$ cat src/rtl/jpeg_enc_coef_pack.sv
// Run-length packer: takes rows of eight 9-bit quantised coefficients and emits
// HDR/LO pairs, ZRL and EOB bytes plus an end-of-stream token as one byte stream.
module jpeg_enc_coef_pack #(
    parameter int ROWS_PER_BLOCK = 8
) (
    input  logic       clock,
    input  logic       reset,
    input  logic [8:0] inA_d,
    input  logic [8:0] inB_d,
    input  logic [8:0] inC_d,
    input  logic [8:0] inD_d,
    input  logic [8:0] inE_d,
    input  logic [8:0] inF_d,
    input  logic [8:0] inG_d,
    input  logic [8:0] inH_d,
    input  logic       inA_e,
    input  logic       inB_e,
    input  logic       inC_e,
    input  logic       inD_e,
    input  logic       inE_e,
    input  logic       inF_e,
    input  logic       inG_e,
    input  logic       inH_e,
    input  logic       inA_v,
    input  logic       inB_v,
    input  logic       inC_v,
    input  logic       inD_v,
    input  logic       inE_v,
    input  logic       inF_v,
    input  logic       inG_v,
    input  logic       inH_v,
    output logic       inA_b,
    output logic       inB_b,
    output logic       inC_b,
    output logic       inD_b,
    output logic       inE_b,
    output logic       inF_b,
    output logic       inG_b,
    output logic       inH_b,
    output logic [7:0] out_d,
    output logic       out_e,
    output logic       out_v,
    input  logic       out_b
);
    localparam int ROW_W = (ROWS_PER_BLOCK > 1) ? $clog2(ROWS_PER_BLOCK) : 1;
    localparam logic [ROW_W-1:0] LAST_ROW = ROW_W'(ROWS_PER_BLOCK - 1);

    typedef enum logic [2:0] {
        S_COLLECT,
        S_SCAN,
        S_ZRL,
        S_HDR,
        S_LO,
        S_EOB,
        S_END
    } state_t;

    state_t           r_state, w_state_next;
    logic [ROW_W-1:0] r_row, w_row_next;
    logic [5:0]       r_run, w_run_next;
    logic [2:0]       r_idx, w_idx_next;
    logic             r_end_pend, w_end_pend_next;
    logic [7:0]       r_out_d, w_out_d_next;
    logic             r_out_e, w_out_e_next;
    logic             r_out_v, w_out_v_next;

    logic [8:0] w_in_d [8];
    logic [8:0] w_lane_coef [8];
    logic [8:0] w_coef;
    logic [7:0] w_in_v;
    logic       w_all_v;
    logic       w_take;
    logic       w_out_free;
    logic       w_unused;

    assign w_in_d[0] = inA_d;
    assign w_in_d[1] = inB_d;
    assign w_in_d[2] = inC_d;
    assign w_in_d[3] = inD_d;
    assign w_in_d[4] = inE_d;
    assign w_in_d[5] = inF_d;
    assign w_in_d[6] = inG_d;
    assign w_in_d[7] = inH_d;
    assign w_in_v    = {inH_v, inG_v, inF_v, inE_v, inD_v, inC_v, inB_v, inA_v};

    // Only lane A carries the end-of-stream marker; the other flags are don't-care.
    assign w_unused = &{1'b0, inB_e, inC_e, inD_e, inE_e, inF_e, inG_e, inH_e};

    assign w_all_v = &w_in_v;
    assign w_take  = (r_state == S_COLLECT) && w_all_v && !reset;

    assign inA_b = !w_take;
    assign inB_b = !w_take;
    assign inC_b = !w_take;
    assign inD_b = !w_take;
    assign inE_b = !w_take;
    assign inF_b = !w_take;
    assign inG_b = !w_take;
    assign inH_b = !w_take;

    generate
        for (genvar gi = 0; gi < 8; gi++) begin : g_lane
            logic [8:0] r_coef;
            always_ff @(posedge clock) begin
                if (reset) begin
                    r_coef <= '0;
                end else if (w_take && !inA_e) begin
                    r_coef <= w_in_d[gi];
                end
            end
            assign w_lane_coef[gi] = r_coef;
        end
    endgenerate

    assign w_coef     = w_lane_coef[r_idx];
    assign w_out_free = !r_out_v || !out_b;

    always_comb begin
        w_state_next    = r_state;
        w_row_next      = r_row;
        w_run_next      = r_run;
        w_idx_next      = r_idx;
        w_end_pend_next = r_end_pend;
        w_out_d_next    = r_out_d;
        w_out_e_next    = r_out_e;
        w_out_v_next    = r_out_v && out_b;

        case (r_state)
            S_COLLECT: begin
                if (w_take) begin
                    if (inA_e) begin
                        if (r_row != '0) begin
                            w_state_next    = S_EOB;
                            w_end_pend_next = 1'b1;
                        end else begin
                            w_state_next = S_END;
                        end
                    end else begin
                        w_state_next = S_SCAN;
                        w_idx_next   = 3'd0;
                    end
                end
            end
            S_SCAN: begin
                if (w_coef == 9'd0) begin
                    // Saturate: a run can never exceed 63 within one 64-coefficient block.
                    w_run_next = (r_run == 6'd63) ? 6'd63 : r_run + 6'd1;
                    if (r_idx == 3'd7) begin
                        w_idx_next = 3'd0;
                        if (r_row == LAST_ROW) begin
                            w_state_next = S_EOB;
                        end else begin
                            w_row_next   = r_row + 1'b1;
                            w_state_next = S_COLLECT;
                        end
                    end else begin
                        w_idx_next = r_idx + 3'd1;
                    end
                end else if (r_run >= 6'd16) begin
                    w_state_next = S_ZRL;
                end else begin
                    w_state_next = S_HDR;
                end
            end
            S_ZRL: begin
                if (w_out_free) begin
                    w_out_v_next = 1'b1;
                    w_out_e_next = 1'b0;
                    w_out_d_next = 8'hF0;
                    w_run_next   = r_run - 6'd16;
                    w_state_next = (r_run < 6'd32) ? S_HDR : S_ZRL;
                end
            end
            S_HDR: begin
                if (w_out_free) begin
                    w_out_v_next = 1'b1;
                    w_out_e_next = 1'b0;
                    w_out_d_next = {r_run[3:0], 3'b100, w_coef[8]};
                    w_state_next = S_LO;
                end
            end
            S_LO: begin
                if (w_out_free) begin
                    w_out_v_next = 1'b1;
                    w_out_e_next = 1'b0;
                    w_out_d_next = w_coef[7:0];
                    w_run_next   = 6'd0;
                    if (r_idx == 3'd7) begin
                        w_idx_next = 3'd0;
                        if (r_row == LAST_ROW) begin
                            w_state_next = S_EOB;
                        end else begin
                            w_row_next   = r_row + 1'b1;
                            w_state_next = S_COLLECT;
                        end
                    end else begin
                        w_idx_next   = r_idx + 3'd1;
                        w_state_next = S_SCAN;
                    end
                end
            end
            S_EOB: begin
                if (w_out_free) begin
                    w_out_v_next    = 1'b1;
                    w_out_e_next    = 1'b0;
                    w_out_d_next    = 8'h00;
                    w_run_next      = 6'd0;
                    w_row_next      = '0;
                    w_end_pend_next = 1'b0;
                    w_state_next    = r_end_pend ? S_END : S_COLLECT;
                end
            end
            S_END: begin
                if (w_out_free) begin
                    w_out_v_next = 1'b1;
                    w_out_e_next = 1'b1;
                    w_out_d_next = 8'h00;
                    w_state_next = S_COLLECT;
                end
            end
            default: begin
                w_state_next = S_COLLECT;
            end
        endcase
    end

    always_ff @(posedge clock) begin
        if (reset) begin
            r_state    <= S_COLLECT;
            r_row      <= '0;
            r_run      <= 6'd0;
            r_idx      <= 3'd0;
            r_end_pend <= 1'b0;
            r_out_d    <= 8'h00;
            r_out_e    <= 1'b0;
            r_out_v    <= 1'b0;
        end else begin
            r_state    <= w_state_next;
            r_row      <= w_row_next;
            r_run      <= w_run_next;
            r_idx      <= w_idx_next;
            r_end_pend <= w_end_pend_next;
            r_out_d    <= w_out_d_next;
            r_out_e    <= w_out_e_next;
            r_out_v    <= w_out_v_next;
        end
    end

    assign out_d = r_out_d;
    assign out_e = r_out_e;
    assign out_v = r_out_v;

endmodule
$ cat config.mk
export PLATFORM = sky130hd
export DESIGN_NAME = jpeg_enc_coef_pack
export DESIGN_NICKNAME = d
export VERILOG_FILES = /design/src/rtl/jpeg_enc_coef_pack.sv
export SDC_FILE = /design/constraint.sdc
export NUM_CORES = 1
export LEC_CHECK = 0
export CORE_ASPECT_RATIO = 2
export CORE_MARGIN = 1
export CORE_UTILIZATION = 46
export DETAILED_ROUTE_END_ITERATION = 8
export GPL_ROUTABILITY_DRIVEN = 0
export GPL_TIMING_DRIVEN = 0
export MAX_ROUTING_LAYER = met4
export PLACE_DENSITY = 0.77
export SKIP_LAST_GASP = 1
export SYNTH_ARGS = -nofsm -noshare
export SYNTH_HDL_FRONTEND = slang
export SYNTH_SLANG_ARGS = --single-unit
$ cat constraint.sdc
create_clock -name clock -period 2.7 [get_ports clock]
set_input_delay 0.54 -clock clock [delete_from_list [all_inputs] [get_ports clock]]
set_output_delay 0.54 -clock clock [all_outputs]
set_load 0.02 [all_outputs]
==> impl_results.rst, run 1 <==
.. list-table::
   :header-rows: 1

   * - Metric
     - Value
   * - Reg2Reg Setup Slack
     - -0.01 ns
   * - Number of warning messages in the yosys log
     - 0
   * - Fraction of final layout cells sized beyond drive strength 1
     - 13.5%
   * - RSZ-0062 raised after global routing
     - true
   * - Amount of wire on met3 after detailed routing
     - 691 um
   * - Count of port buffers added during placement
     - 101
   * - Violated checks
     - setup timing
   * - First-pass GRT wire length
     - 23.4 mm
   * - H-tree levels
     - 3
   * - Synthesized netlist net count
     - 685
   * - Vert. Die Dim
     - 146 um
   * - Synthesized flop and latch total
     - 98
   * - Estimated wirelength of the detail-placed design
     - 11.3 mm
   * - Kind of start point of the critical path
     - flop
   * - Register Area
     - 1970 um2
   * - Total via count in the routed design
     - 4882
   * - Top layer used by detailed routing
     - met4
   * - TritonCTS Sinks
     - 98
   * - Clk Tree Root Cell
     - clkbuf_16
   * - Cell type with the largest total area after synthesis
     - dfxtp_1
   * - Violation count after the first detailed-route iteration
     - 338
   * - Largest net degree at the start of global routing
     - 19
   * - Via count of the first global-routing pass
     - 4875
   * - Sequential element share of the synthesized area
     - 40.9%
   * - Count of flip-flops with a built-in enable after synthesis
     - 0
   * - Area Overhead vs Synth
     - 35.4%
   * - Fin worst setup slack
     - -0.0106 ns
   * - GRT Util Overall
     - 29.8%
   * - Number of antenna violations at the first check in global routing
     - 0
   * - Worst slack, placed
     - -0.838 ns
   * - Clock-pin transition on the worst setup and hold timing paths
     - 0.07 ns
   * - Slew of the pin with the lowest slew margin
     - 0.739 ns
   * - Worst hold-check path type
     - flop to flop
   * - Multi-input gate area
     - 2620 um2
   * - CTS tree
     - yes
   * - Largest fanout on the critical path
     - 5
   * - Number of buffers created by CTS
     - 9
   * - Bufs on Longest Clock Path
     - 2
   * - # IOs
     - 109
   * - Hold slack
     - 0.456 ns
   * - Ant. Diodes
     - 0
   * - Most used flip-flop cell after synthesis
     - dfxtp_1
   * - Fin. Hold Viols
     - 0
   * - Hold bufs inserted after CTS
     - 0
   * - Crit path time final
     - 2.71 ns
   * - Initial Util
     - 47.3%
   * - Skew final
     - 0.00763 ns
   * - Number of setup violations in the final report
     - 1
   * - Final Routed Wirelength
     - 15.3 mm
   * - Start-to-end type of the worst setup path
     - flop to flop
   * - Pwr/cell area
     - 631 nW/um2
   * - Final max-slew violation count
     - 0
   * - Remaining global-route overflow
     - 0
   * - Static power due to leakage
     - 2.23 nW
   * - Wirelength per Cell
     - 17.9 um
   * - Total Neg Setup Slack
     - -0.0106 ns
   * - Detailed-routing wirelength on met1
     - 5.03 mm
   * - Relative slew slack
     - 50.7%
   * - Via-per-instance ratio
     - 5.73
   * - Required time reported for the critical path endpoint
     - 2.95 ns
   * - Outcome
     - complete, but fails checks
   * - Max rail drop VDD
     - 0.416 mV
   * - Routed wl met2
     - 8.36 mm
   * - Core Region
     - 10100 um2
   * - Average cell area after synthesis
     - 8.19 um2
   * - Distinct cells, synth
     - 54
   * - Number of instances in the synthesized netlist
     - 586
   * - Antenna-violating nets left
     - 0
   * - Ys async rst share
     - 0%
   * - Worst path arrival time
     - 2.96 ns
   * - Die Footprint
     - 10900 um2
   * - MaxCap Viol Count
     - 0
   * - Number of cell rows
     - 52
   * - Share of the synthesized area in the top cell type
     - 40.9%
   * - Most repeated cell in the gate-level netlist after synthesis
     - nand2_1
   * - Width of the die
     - 74.2 um
   * - NumNets Final
     - 811
   * - Post-Synthesis Cell Area
     - 4800 um2
   * - Final Total Pwr
     - 4.10 mW
   * - Initial DRT Pass Iterations
     - 6
   * - Clock latency reported for the late side of the worst-skew pair
     - 0.36 ns
   * - Fmax
     - 369 MHz
   * - Synth top area cells
     - dfxtp_1 41%, nand2_1 13%, a21oi_1 9.6%
   * - Remaining design rule violation count
     - 0
   * - Synth top cells by count
     - 163 x nand2_1, 98 x dfxtp_1, 92 x a21oi_1
   * - Kind of capture point of the worst setup path
     - flop
   * - Final-layout fill cell count
     - 900
   * - Final clock period utilization by the worst path
     - 100%
## path summary, 6_finish.rpt
kind                                                         end  cells after the start                             start
worst max-delay path                     r_state[0]$_SDFFE_PP0P_                      8             r_idx[1]$_SDFFE_PP0P_
worst min-delay path            g_lane[1].r_coef[0]$_SDFFE_PP0P_                      2  g_lane[1].r_coef[0]$_SDFFE_PP0P_
worst max register to register           r_state[0]$_SDFFE_PP0P_                      8             r_idx[1]$_SDFFE_PP0P_
worst min register to register  g_lane[1].r_coef[0]$_SDFFE_PP0P_                      2  g_lane[1].r_coef[0]$_SDFFE_PP0P_
## area by class of cell
class | count | share of cell area [%]
clock buffers | 9 | 3.46
well taps | 135 | 2.60
clock inverters | 7 | 0.885
repair buffers | 115 | 17.2
multi-input cells | 426 | 40.3
inverters | 11 | 0.693
plain buffers | 51 | 4.56
flip-flops and latches | 98 | 30.3
## logic make-up (layout without fill, tap and decap cells)
| group | count (synthesis) | after routing | synth area share [%] |
|---|---|---|---|
| AND/OR/NAND/NOR | 237 | 237 | 21.0 |
| buffers and inverters | 62 | 193 | 5.94 |
| adder cells (fa/ha/maj) | 8 | 8 | 2.09 |
| XOR/XNOR | 2 | 2 | 0.365 |
| AO/OA/AOI/OAI | 146 | 146 | 18.2 |
| multiplexers | 33 | 33 | 11.5 |
| flip-flops | 98 | 98 | 40.9 |
## power breakdown
part	internal, mW	switching [mW]
Combinational	0.567	0.714
Clock	0.638	0.609
Sequential	1.51	0.0604
Total	2.72	1.38
## repair_timing
item                       CTS  global route
setup buffers                8             4
pin swaps                    5             4
gates resized for setup     52            25
setup endpoints to repair   93            55
cloned                       2             0
## metrics by stage
step,cells,util [%],instance area (um2)
6_report,852,64.0,6500
5_1_grt,852,64.0,6500
4_1_cts,848,63.7,6460
3_5_place_dp,822,58.9,5980
3_3_place_gp,822,58.9,5980
2_1_floorplan,586,-,4800
## registers in the layout, summed over array words and instances (netlist names)
signal / flops
r_state: 3
r_idx: 3
r_run: 6
r_row: 3
out_v: 1
out_e: 1
out_d: 8
g_lane.r_coef: 72
r_end_pend: 1
## placed cells by master (no fill, tap or decap), types with 3 or more instances in the layout
cell type          n
nand2_1          163
dfxtp_1           95
clkdlybuf4s50_1   92
a21oi_1           91
clkbuf_1          29
nor2_1            24
o21ai_0           21
buf_4             19
mux4_2            13
nand3_1           11
inv_1              9
mux2i_1            9
clkbuf_16          9
clkbuf_2           8
ha_1               8
buf_2              7
nand2b_1           7
nand4_1            5
nor2b_1            5
nor3_1             5
clkinvlp_4         4
inv_6              4
buf_6              3
buf_12             3
mux4_1             3
mux2_2             3
a22oi_1            3
a31oi_1            3
a211oi_1           3
a22o_1             3
and3_1             3
a221oi_1           3
## routing by layer
metal | global-route usage [%] | up-vias
met3 | 4.90 | 89
met2 | 52.3 | 243
met1 | 27.2 | 2272
li1 | - | 2278
met4 | 22.8 | 0
met5 | - | -
## worst max-delay path, cell delays in order (launching register included)
cell       delay [ns]
dfxtp_4          0.40
buf_12           0.14
mux4_2           0.52
mux2_4           0.31
a211oi_4         0.31
nand3_4          0.14
o41ai_4          0.38
a2111oi_0        0.15
a211oi_1         0.26
No activity file was read; power rests on OpenSTA's default activity.
==> run 2, diff against run 1 <==
--- a/config.mk
+++ b/config.mk
@@ -5,6 +5,7 @@
 export SDC_FILE = /design/constraint.sdc
 export NUM_CORES = 1
 export LEC_CHECK = 0
+export CAP_MARGIN = 15
 export CORE_ASPECT_RATIO = 2
 export CORE_MARGIN = 1
 export CORE_UTILIZATION = 46
==> results of run 2 <==
The final DEF is identical to that of run 1; final timing and power are the same.
